**config.mk**
```make
export PLATFORM = sky130hd
export DESIGN_NAME = mips_16_debug_ctrl_flat
export DESIGN_NICKNAME = d
export VERILOG_FILES = /design/src/rtl/mips_16_debug_ctrl_if.sv /design/src/rtl/mips_16_debug_ctrl.sv /design/src/flat_wrapper.sv
export SDC_FILE = /design/constraint.sdc
export NUM_CORES = 1
export LEC_CHECK = 0
export ABC_AREA = 1
export BUFFER_PORTS_ARGS = -buffer_cell sky130_fd_sc_hd__buf_2
export CAP_MARGIN = 10
export CORE_ASPECT_RATIO = 0.7
export CORE_MARGIN = 2
export CORE_UTILIZATION = 44
export DETAILED_ROUTE_END_ITERATION = 16
export GPL_ROUTABILITY_DRIVEN = 0
export PLACE_DENSITY_LB_ADDON = 0.08
export SYNTH_ARGS = -nofsm -noshare
export SYNTH_HDL_FRONTEND = slang
export SYNTH_SLANG_ARGS = --single-unit
```
**constraint.sdc**
```tcl
create_clock -name clk -period 2.4 [get_ports clk]
set_clock_uncertainty 0.15 [all_clocks]
set_input_delay 0.48 -clock clk [delete_from_list [all_inputs] [get_ports clk]]
set_output_delay 0.48 -clock clk [all_outputs]
set_load 0.005 [all_outputs]
```
**src/rtl/mips_16_debug_ctrl_if.sv**
```systemverilog
// Debug host link of the 16-bit MIPS run/halt controller:
// run-control requests plus the register-file access handshake.
`timescale 1ns/1ps
interface mips_16_debug_ctrl_if;
    logic        dbg_halt_req;
    logic        dbg_run_req;
    logic        dbg_step_req;
    logic        dbg_rf_req;
    logic        dbg_rf_we;
    logic [2:0]  dbg_rf_addr;
    logic [15:0] dbg_rf_wdata;
    logic        dbg_rf_ack;
    logic [15:0] dbg_rf_rdata;

    modport master (
        output dbg_halt_req, dbg_run_req, dbg_step_req,
        output dbg_rf_req, dbg_rf_we, dbg_rf_addr, dbg_rf_wdata,
        input  dbg_rf_ack, dbg_rf_rdata
    );

    modport slave (
        input  dbg_halt_req, dbg_run_req, dbg_step_req,
        input  dbg_rf_req, dbg_rf_we, dbg_rf_addr, dbg_rf_wdata,
        output dbg_rf_ack, dbg_rf_rdata
    );
endinterface

```
**src/rtl/mips_16_debug_ctrl.sv**
```systemverilog
// Run/halt/single-step controller for the 16-bit MIPS pipeline, with
// arbitration of the register-file write port and read port 1 for a debug host.
`timescale 1ns/1ps
module mips_16_debug_ctrl #(
    parameter int unsigned DRAIN_CYCLES = 3,
    parameter bit          RESET_HALTED = 1'b0
) (
    input  logic                       clk,
    input  logic                       rst,
    mips_16_debug_ctrl_if.slave        dbg,
    input  logic                       wb_writ_en,
    input  logic [2:0]                 wb_writ_dest,
    input  logic [15:0]                wb_writ_data,
    input  logic [2:0]                 id_rea_addr_1,
    output logic                       rf_writ_en,
    output logic [2:0]                 rf_writ_dest,
    output logic [15:0]                rf_writ_data,
    output logic [2:0]                 rf_rea_addr_1,
    input  logic [15:0]                rf_rea_data_1,
    output logic                       core_enable,
    output logic                       halted,
    output logic [1:0]                 state,
    output logic [15:0]                run_cycles
);

    localparam int unsigned CNT_W  = 4;
    localparam int unsigned DATA_W = 16;

    typedef enum logic [1:0] {
        ST_RUN    = 2'd0,
        ST_DRAIN  = 2'd1,
        ST_HALTED = 2'd2,
        ST_STEP   = 2'd3
    } state_t;

    localparam state_t            RESET_STATE = RESET_HALTED ? ST_HALTED : ST_RUN;
    localparam logic [CNT_W-1:0]  DRAIN_LOAD  = CNT_W'(DRAIN_CYCLES - 1);

    state_t             cur_state;
    state_t             next_state;
    logic [CNT_W-1:0]   drain_cnt;
    logic [CNT_W-1:0]   next_cnt;
    logic               accept;

    // State register and drain counter
    always_ff @(posedge clk or posedge rst) begin
        if (rst) begin
            cur_state <= RESET_STATE;
            drain_cnt <= '0;
        end else begin
            cur_state <= next_state;
            drain_cnt <= next_cnt;
        end
    end

    // Next-state logic; DRAIN lasts DRAIN_CYCLES cycles so EX/MEM/WB retire
    always_comb begin
        next_state = cur_state;
        next_cnt   = drain_cnt;
        case (cur_state)
            ST_RUN: begin
                if (dbg.dbg_halt_req) begin
                    next_state = ST_DRAIN;
                    next_cnt   = DRAIN_LOAD;
                end
            end
            ST_STEP: begin
                next_state = ST_DRAIN;
                next_cnt   = DRAIN_LOAD;
            end
            ST_DRAIN: begin
                if (drain_cnt == '0) begin
                    next_state = ST_HALTED;
                end else begin
                    next_cnt = drain_cnt - CNT_W'(1);
                end
            end
            ST_HALTED: begin
                if (dbg.dbg_run_req) begin
                    next_state = ST_RUN;
                end else if (dbg.dbg_step_req) begin
                    next_state = ST_STEP;
                end
            end
            default: begin
                next_state = RESET_STATE;
            end
        endcase
    end

    // Outputs decoded from state, plus register-file port arbitration
    always_comb begin
        state         = cur_state;
        core_enable   = (cur_state == ST_RUN) || (cur_state == ST_STEP);
        halted        = (cur_state == ST_HALTED);
        accept        = halted && dbg.dbg_rf_req && !wb_writ_en && !dbg.dbg_rf_ack;
        rf_writ_en    = wb_writ_en;
        rf_writ_dest  = wb_writ_dest;
        rf_writ_data  = wb_writ_data;
        rf_rea_addr_1 = id_rea_addr_1;
        if (accept) begin
            rf_rea_addr_1 = dbg.dbg_rf_addr;
            if (dbg.dbg_rf_we) begin
                rf_writ_en   = 1'b1;
                rf_writ_dest = dbg.dbg_rf_addr;
                rf_writ_data = dbg.dbg_rf_wdata;
            end
        end
    end

    // Debug ack/read-data and enabled-cycle counter
    always_ff @(posedge clk or posedge rst) begin
        if (rst) begin
            dbg.dbg_rf_ack   <= 1'b0;
            dbg.dbg_rf_rdata <= '0;
            run_cycles       <= '0;
        end else begin
            dbg.dbg_rf_ack <= accept;
            if (accept && !dbg.dbg_rf_we) begin
                dbg.dbg_rf_rdata <= rf_rea_data_1;
            end
            if (core_enable) begin
                run_cycles <= run_cycles + DATA_W'(1);
            end
        end
    end

endmodule

```
**src/flat_wrapper.sv**
```systemverilog
// flat-port wrapper written by rule: the top's interface ports become plain ports
module mips_16_debug_ctrl_flat 
#(
    parameter int unsigned DRAIN_CYCLES = 3,
    parameter bit          RESET_HALTED = 1'b0
)
  (clk, rst, wb_writ_en, wb_writ_dest, wb_writ_data, id_rea_addr_1, rf_writ_en, rf_writ_dest, rf_writ_data, rf_rea_addr_1, rf_rea_data_1, core_enable, halted, state, run_cycles, dbg_dbg_halt_req, dbg_dbg_run_req, dbg_dbg_step_req, dbg_dbg_rf_req, dbg_dbg_rf_we, dbg_dbg_rf_addr, dbg_dbg_rf_wdata, dbg_dbg_rf_ack, dbg_dbg_rf_rdata);
  mips_16_debug_ctrl_if dbg_i ();
  input  logic clk;
  input  logic rst;
  input  logic wb_writ_en;
  input  logic [2:0] wb_writ_dest;
  input  logic [15:0] wb_writ_data;
  input  logic [2:0] id_rea_addr_1;
  output logic rf_writ_en;
  output logic [2:0] rf_writ_dest;
  output logic [15:0] rf_writ_data;
  output logic [2:0] rf_rea_addr_1;
  input  logic [15:0] rf_rea_data_1;
  output logic core_enable;
  output logic halted;
  output logic [1:0] state;
  output logic [15:0] run_cycles;
  input wire logic [$bits(dbg_i.dbg_halt_req)-1:0] dbg_dbg_halt_req;
  input wire logic [$bits(dbg_i.dbg_run_req)-1:0] dbg_dbg_run_req;
  input wire logic [$bits(dbg_i.dbg_step_req)-1:0] dbg_dbg_step_req;
  input wire logic [$bits(dbg_i.dbg_rf_req)-1:0] dbg_dbg_rf_req;
  input wire logic [$bits(dbg_i.dbg_rf_we)-1:0] dbg_dbg_rf_we;
  input wire logic [$bits(dbg_i.dbg_rf_addr)-1:0] dbg_dbg_rf_addr;
  input wire logic [$bits(dbg_i.dbg_rf_wdata)-1:0] dbg_dbg_rf_wdata;
  output wire logic [$bits(dbg_i.dbg_rf_ack)-1:0] dbg_dbg_rf_ack;
  output wire logic [$bits(dbg_i.dbg_rf_rdata)-1:0] dbg_dbg_rf_rdata;
  assign dbg_i.dbg_halt_req = dbg_dbg_halt_req;
  assign dbg_i.dbg_run_req = dbg_dbg_run_req;
  assign dbg_i.dbg_step_req = dbg_dbg_step_req;
  assign dbg_i.dbg_rf_req = dbg_dbg_rf_req;
  assign dbg_i.dbg_rf_we = dbg_dbg_rf_we;
  assign dbg_i.dbg_rf_addr = dbg_dbg_rf_addr;
  assign dbg_i.dbg_rf_wdata = dbg_dbg_rf_wdata;
  assign dbg_dbg_rf_ack = dbg_i.dbg_rf_ack;
  assign dbg_dbg_rf_rdata = dbg_i.dbg_rf_rdata;
  mips_16_debug_ctrl #(.DRAIN_CYCLES(DRAIN_CYCLES), .RESET_HALTED(RESET_HALTED)) u_core (.clk(clk), .rst(rst), .dbg(dbg_i), .wb_writ_en(wb_writ_en), .wb_writ_dest(wb_writ_dest), .wb_writ_data(wb_writ_data), .id_rea_addr_1(id_rea_addr_1), .rf_writ_en(rf_writ_en), .rf_writ_dest(rf_writ_dest), .rf_writ_data(rf_writ_data), .rf_rea_addr_1(rf_rea_addr_1), .rf_rea_data_1(rf_rea_data_1), .core_enable(core_enable), .halted(halted), .state(state), .run_cycles(run_cycles));
endmodule
```
### Word-level counts from Yosys, hierarchy flattened

Cells that the tools add are included.

* eq/ne operators: 7
* multiplexer cells: 15
* reductions and logical operators: 13
* add/subtract/negate cells: 2

Operator list (count)
* 2-to-1 mux 16 bit: 2
* adder 16 x 1 -> 16 bit (second input constant): 1
* one-hot mux 4 bit (3 select lines): 1
* 2-to-1 mux 3 bit: 3
* 2-to-1 mux 2 bit: 4
* 2-to-1 mux 4 bit: 2
* one-hot mux 2 bit (4 select lines): 1
* AND reduction 3 bit: 2
* equality test 2 bit (second input constant): 2
* logical AND 1 bit: 4
* logical NOT 4 bit: 1
* != test 2 bit (second input constant): 2
* subtractor 4 x 1 -> 4 bit (second input constant): 1
* logical NOT 1 bit: 3
* != test 3 x 1 -> 1 bit (second input constant): 1
* nonzero test 3 bit: 1
* equality test 2 x 1 -> 1 bit (second input constant): 1
* logical NOT 2 bit: 1
* 2-to-1 mux 1 bit: 2
* != test 2 x 1 -> 1 bit (second input constant): 1
* logical OR 1 bit: 1

* input bits: 65
* output and inout port bits: 60
* logic and storage cells: 42
* flip-flop bits (word level): 39

### Depth between registers and ports, before layout

* depth in word-level cells: 5
* gate-level depth with buffers: 9
* mapped depth without buffers: 9

### Worst setup path after synthesis

OpenSTA, ideal clock, no wires.

* path type: register -> output
* start: register u_core.cur_state[0] (netlist: u_core.state[0])
* end: output port rf_writ_data[10]
* setup slack: 0.447 ns
* cell stages (with the launch flop): 9
* buffers on the path: 1
* arrival: 1.323 ns
* required time: 1.770 ns
* cells stage by stage: dfrtp_1 inv_1 ha_1 nand3_2 nor2_4 inv_2 buf_6 nand2_1 nand2_1

* word-level cells in the longest chain between the ends: 5

RTL lines
* start, declared: RTL line mips_16_debug_ctrl.sv:39 `state_t cur_state;`
* start signal, assigned: RTL line mips_16_debug_ctrl.sv:51 `cur_state <= next_state;`
* equality test 2 bit: RTL line mips_16_debug_ctrl.sv:95 `halted = (cur_state == ST_HALTED);`
* net halted: RTL line flat_wrapper.sv:21 `output logic halted;`
* logical AND 1 bit (3 in series): RTL line mips_16_debug_ctrl.sv:96 `accept = halted && dbg.dbg_rf_req && !wb_writ_en && !dbg.dbg_rf_ack;`
* 2-to-1 mux 16 bit: RTL line mips_16_debug_ctrl.sv:101 `if (accept) begin`
* end, declared: RTL line flat_wrapper.sv:17 `output logic [15:0] rf_writ_data;`

The timed path passes the listed nets, and every way through them passes these cells.

### Worst setup path in the final report

* start: register u_core.cur_state[0] (netlist: u_core.state[0])
* end: output port rf_writ_data[3]

* word-level cells in the longest chain between the ends: 5

RTL lines (RTL line)
* equality test 2 bit: mips_16_debug_ctrl.sv:95
* logical AND 1 bit (3 in series): mips_16_debug_ctrl.sv:96
* 2-to-1 mux 16 bit: mips_16_debug_ctrl.sv:101

No other way between the ends.

==> run_results.csv <==
group,metric,value,unit
drt,drc,0,
layout,n_fill_cell,463,
timing,setup_viol,0,
placed_design,post-place-ws,289,ps
worst_hold_path,hold_path_class,"primary input to async pin",
grt,gr-total-overflow,0,
grt,grt_pass1_vias,2074,
worst_setup_path,crit_arrival,1630,ps
synth,syn_area_per_cell,7.27,µm²
worst_setup_path,cpPeakStageDelay,410,ps
drt,drt_iter0_drc,75,
floorplanning,die_area,5570,µm²
synth,yosysMostFrequentCell,"nand2_1",
cts,clockRootBuffer,"clkbuf_8",
synth,yosysWarnings,0,
worst_setup_path,r2r_start,"u_core.state[1]$_DFFE_PP0P_",
synth,synthCells,301,
cts,cts_htree_levels,2,
synth,async_flop_share,100,%
timing,period_needed,2260,ps
drt,via_per_inst,4.61,
drt,wl_per_cell,11.8,µm
floorplanning,core-area,4780,µm²
timing,relSlewSlack,67.4,%
worst_setup_path,r2r_cells,7,
flow_run,drv_cap,0,
synth,synth_fp_nets,372,
timing,setup_tns,0,ps
floorplanning,start_util,45.8,%
cts,insertion_delay,290,ps
cts,cts_sinks,39,
placed_design,dpl.hpwl,4.64,mm
cts,clk_pin_slew_worst_paths,80,ps
synth,yosys.area.top_type,"dfrtp_1",
layout,num_antenna_cells,0,
worst_setup_path,cp_slowest_cell,"dfrtp_1",
worst_setup_path,criticalPathCategory,"flop to output port",
timing,fin_ws,140,ps
drt,drtAntennaViolNets,0,
floorplanning,dieWidth,88.3,µm
power_and_ir_drop,power_density,837,nW/µm²
placed_design,placedInstanceArea,2880,µm²
synth,ys_top_cells_by_count,"139 x nand2_1, 39 x dfrtp_1, 28 x nand3_1",
worst_setup_path,crit_top_cell,"nand2_1",
worst_setup_path,required,1770,ps
worst_setup_path,startpoint,"u_core.state[0]$_DFFE_PP0P_",
drt,vias,2312,
cts,clock_path_buffers,2,
timing,worstMarginPinSlew,489,ps
timing,fmax,442,MHz
synth,netlist_area,2190,µm²
layout,stdcell_area,3010,µm²
floorplanning,ios,125,
layout,layout.nets,502,
grt,grt_pass1_wl,9.49,mm
worst_setup_path,crit_chain,"inv_2 > ha_4 > nand3_4 > nor2_4 > buf_12 > nand2_1 > nand2_1 > buf_2",
grt,antenna_found_initial,0,
floorplanning,rows,21,
timing,rsz0062_at_grt,"no",
power_and_ir_drop,power,2.52,mW
timing,timing.final.crit_share,94.2,%
cts,cts_buffers,5,
layout,drive_gt1_share,34.5,%
status,outcome,"finished, final reports clean",
drt,firstDrtPassIters,4,
timing,hold_viol_final,0,
worst_setup_path,critical_path.max_fanout,20,
synth,synth_flop_cell,"dfrtp_1",
floorplanning,dieHeight,63.0,µm
synth,synth_edf_count,0,
power_and_ir_drop,ir_drop,0.663,mV
synth,yosys-top-cells-area,"dfrtp_1 45%, nand2_1 24%, nand3_1 6.4%",
grt,grt_max_degree,40,
synth,synth_cell_types,22,
layout,area_delta_synth_final,37.4,%
worst_setup_path,crit_end,"rf_writ_data[3]",
worst_setup_path,rr_endpoint,"u_core.run_cycles[10]$_DFFE_PP0P_",
drt,routed_wl,5.90,mm
worst_setup_path,regToRegSetupSlack,560,ps
synth,ys_seq_area_share,44.6,%
grt,grt_usage,21.6,%
timing,whs,143,ps
synth,ys_seq_elements,39,
placed_design,io_buffers,124,
timing,slew_viol_final,0,
synth,yosys.area.top_type_share,44.6,%
power_and_ir_drop,power.leakage,1.81,nW
worst_setup_path,crit_path_end_kind,"output port",
worst_setup_path,worstSetupStartpointType,"flop",
cts,cts_tree,"built",
worst min-delay path by stage:
| stage | start | to | slack, ps |
|---|---|---|---|
| 5_1_grt | rst | u_core.drain_cnt[3]$_DFFE_PP0P_ | 200 |
| 2_1_floorplan | u_core.dbg.dbg_rf_rdata[0]$_DFFE_PP0P_ | u_core.dbg.dbg_rf_rdata[0]$_DFFE_PP0P_ | 320 |
| 3_3_place_gp | u_core.dbg.dbg_rf_rdata[5]$_DFFE_PP0P_ | u_core.dbg.dbg_rf_rdata[5]$_DFFE_PP0P_ | 300 |
| 4_1_cts | rst | u_core.drain_cnt[3]$_DFFE_PP0P_ | 160 |
| 6_report | rst | u_core.run_cycles[2]$_DFFE_PP0P_ | 140 |
| 3_5_place_dp | u_core.dbg.dbg_rf_rdata[5]$_DFFE_PP0P_ | u_core.dbg.dbg_rf_rdata[5]$_DFFE_PP0P_ | 300 |
worst max-delay path, delay by kind of cell, from the launching register on:
family | cells | cell delay [ps]
flops | 1 | 410
simple gates | 4 | 410
buf+inv | 3 | 360
fa+ha+maj | 1 | 160
registers in the layout (all words and copies together) (netlist names):
signal / cells
u_core.dbg.dbg_rf_ack: 1
u_core.dbg.dbg_rf_rdata: 16
u_core.drain_cnt: 4
u_core.run_cycles: 16
u_core.state: 2
per-stage QoR:
| step | cells | util (%) |
|---|---|---|
| floorplan | 301 | - |
| finish | 501 | 62.9 |
| global placement | 492 | 60.2 |
| CTS | 500 | 62.2 |
| global route | 501 | 62.9 |
| detailed placement | 492 | 60.2 |
metal layers:
metal	vias up	global-route usage, %	wire [µm]
met3	9	5.42	439
met5	-	0	0
met2	79	34.2	2580
li1	1192	-	-
met1	1032	29.5	2790
met4	0	5.49	94
final cells by class:
class / instances / area [µm²] / area share, %
repair buffers: 130 / 678 / 22.5
clock buffers: 6 / 72.6 / 2.41
multi-input cells: 224 / 1060 / 35.4
inverters: 31 / 119 / 3.95
flip-flops and latches: 39 / 976 / 32.4
well taps: 69 / 86.3 / 2.87
clock inverters: 2 / 12.5 / 0.416
repair_timing:
action,in CTS,in global routing
setup buffers,0,1
cloned,0,0
pin swaps,0,1
hold buffers,0,0
resized for setup,2,7
endpoints found under the setup margin,20,20
cell families (layout without fill, tap and decap cells):
logic type / count (synthesis) / in the layout / synth area share (%)
buffers and inverters: 38 / 169 / 7.77
AOI/OAI and AO/OA: 10 / 10 / 2.40
DFF: 39 / 39 / 44.6
adders and majority gates: 6 / 6 / 3.43
xor gates and xnor gates: 8 / 8 / 3.20
and+or+nand+nor: 200 / 200 / 38.6
cell usage in the layout (no fill, tap or decap), drive strengths merged:
| cell type | n |
|---|---|
| buf | 130 |
| inv | 31 |
| clkinvlp | 1 |
| nand3 | 30 |
| ha | 6 |
| a21oi | 1 |
| dfrtp | 39 |
| or2 | 1 |
| nor2 | 21 |
| clkbuf | 6 |
| o21ai | 8 |
| nand2 | 140 |
| a21o | 1 |
| nand4 | 8 |
| clkinv | 1 |
| xnor2 | 7 |
| xor2 | 1 |
where the power goes:
group | total, mW | switching, mW | internal, mW
clock | 0.438 | 0.234 | 0.203
combinational | 1.04 | 0.579 | 0.457
sequential | 1.04 | 0.171 | 0.872
total | 2.52 | 0.984 | 1.53
Power figures use the tool's default switching activity.
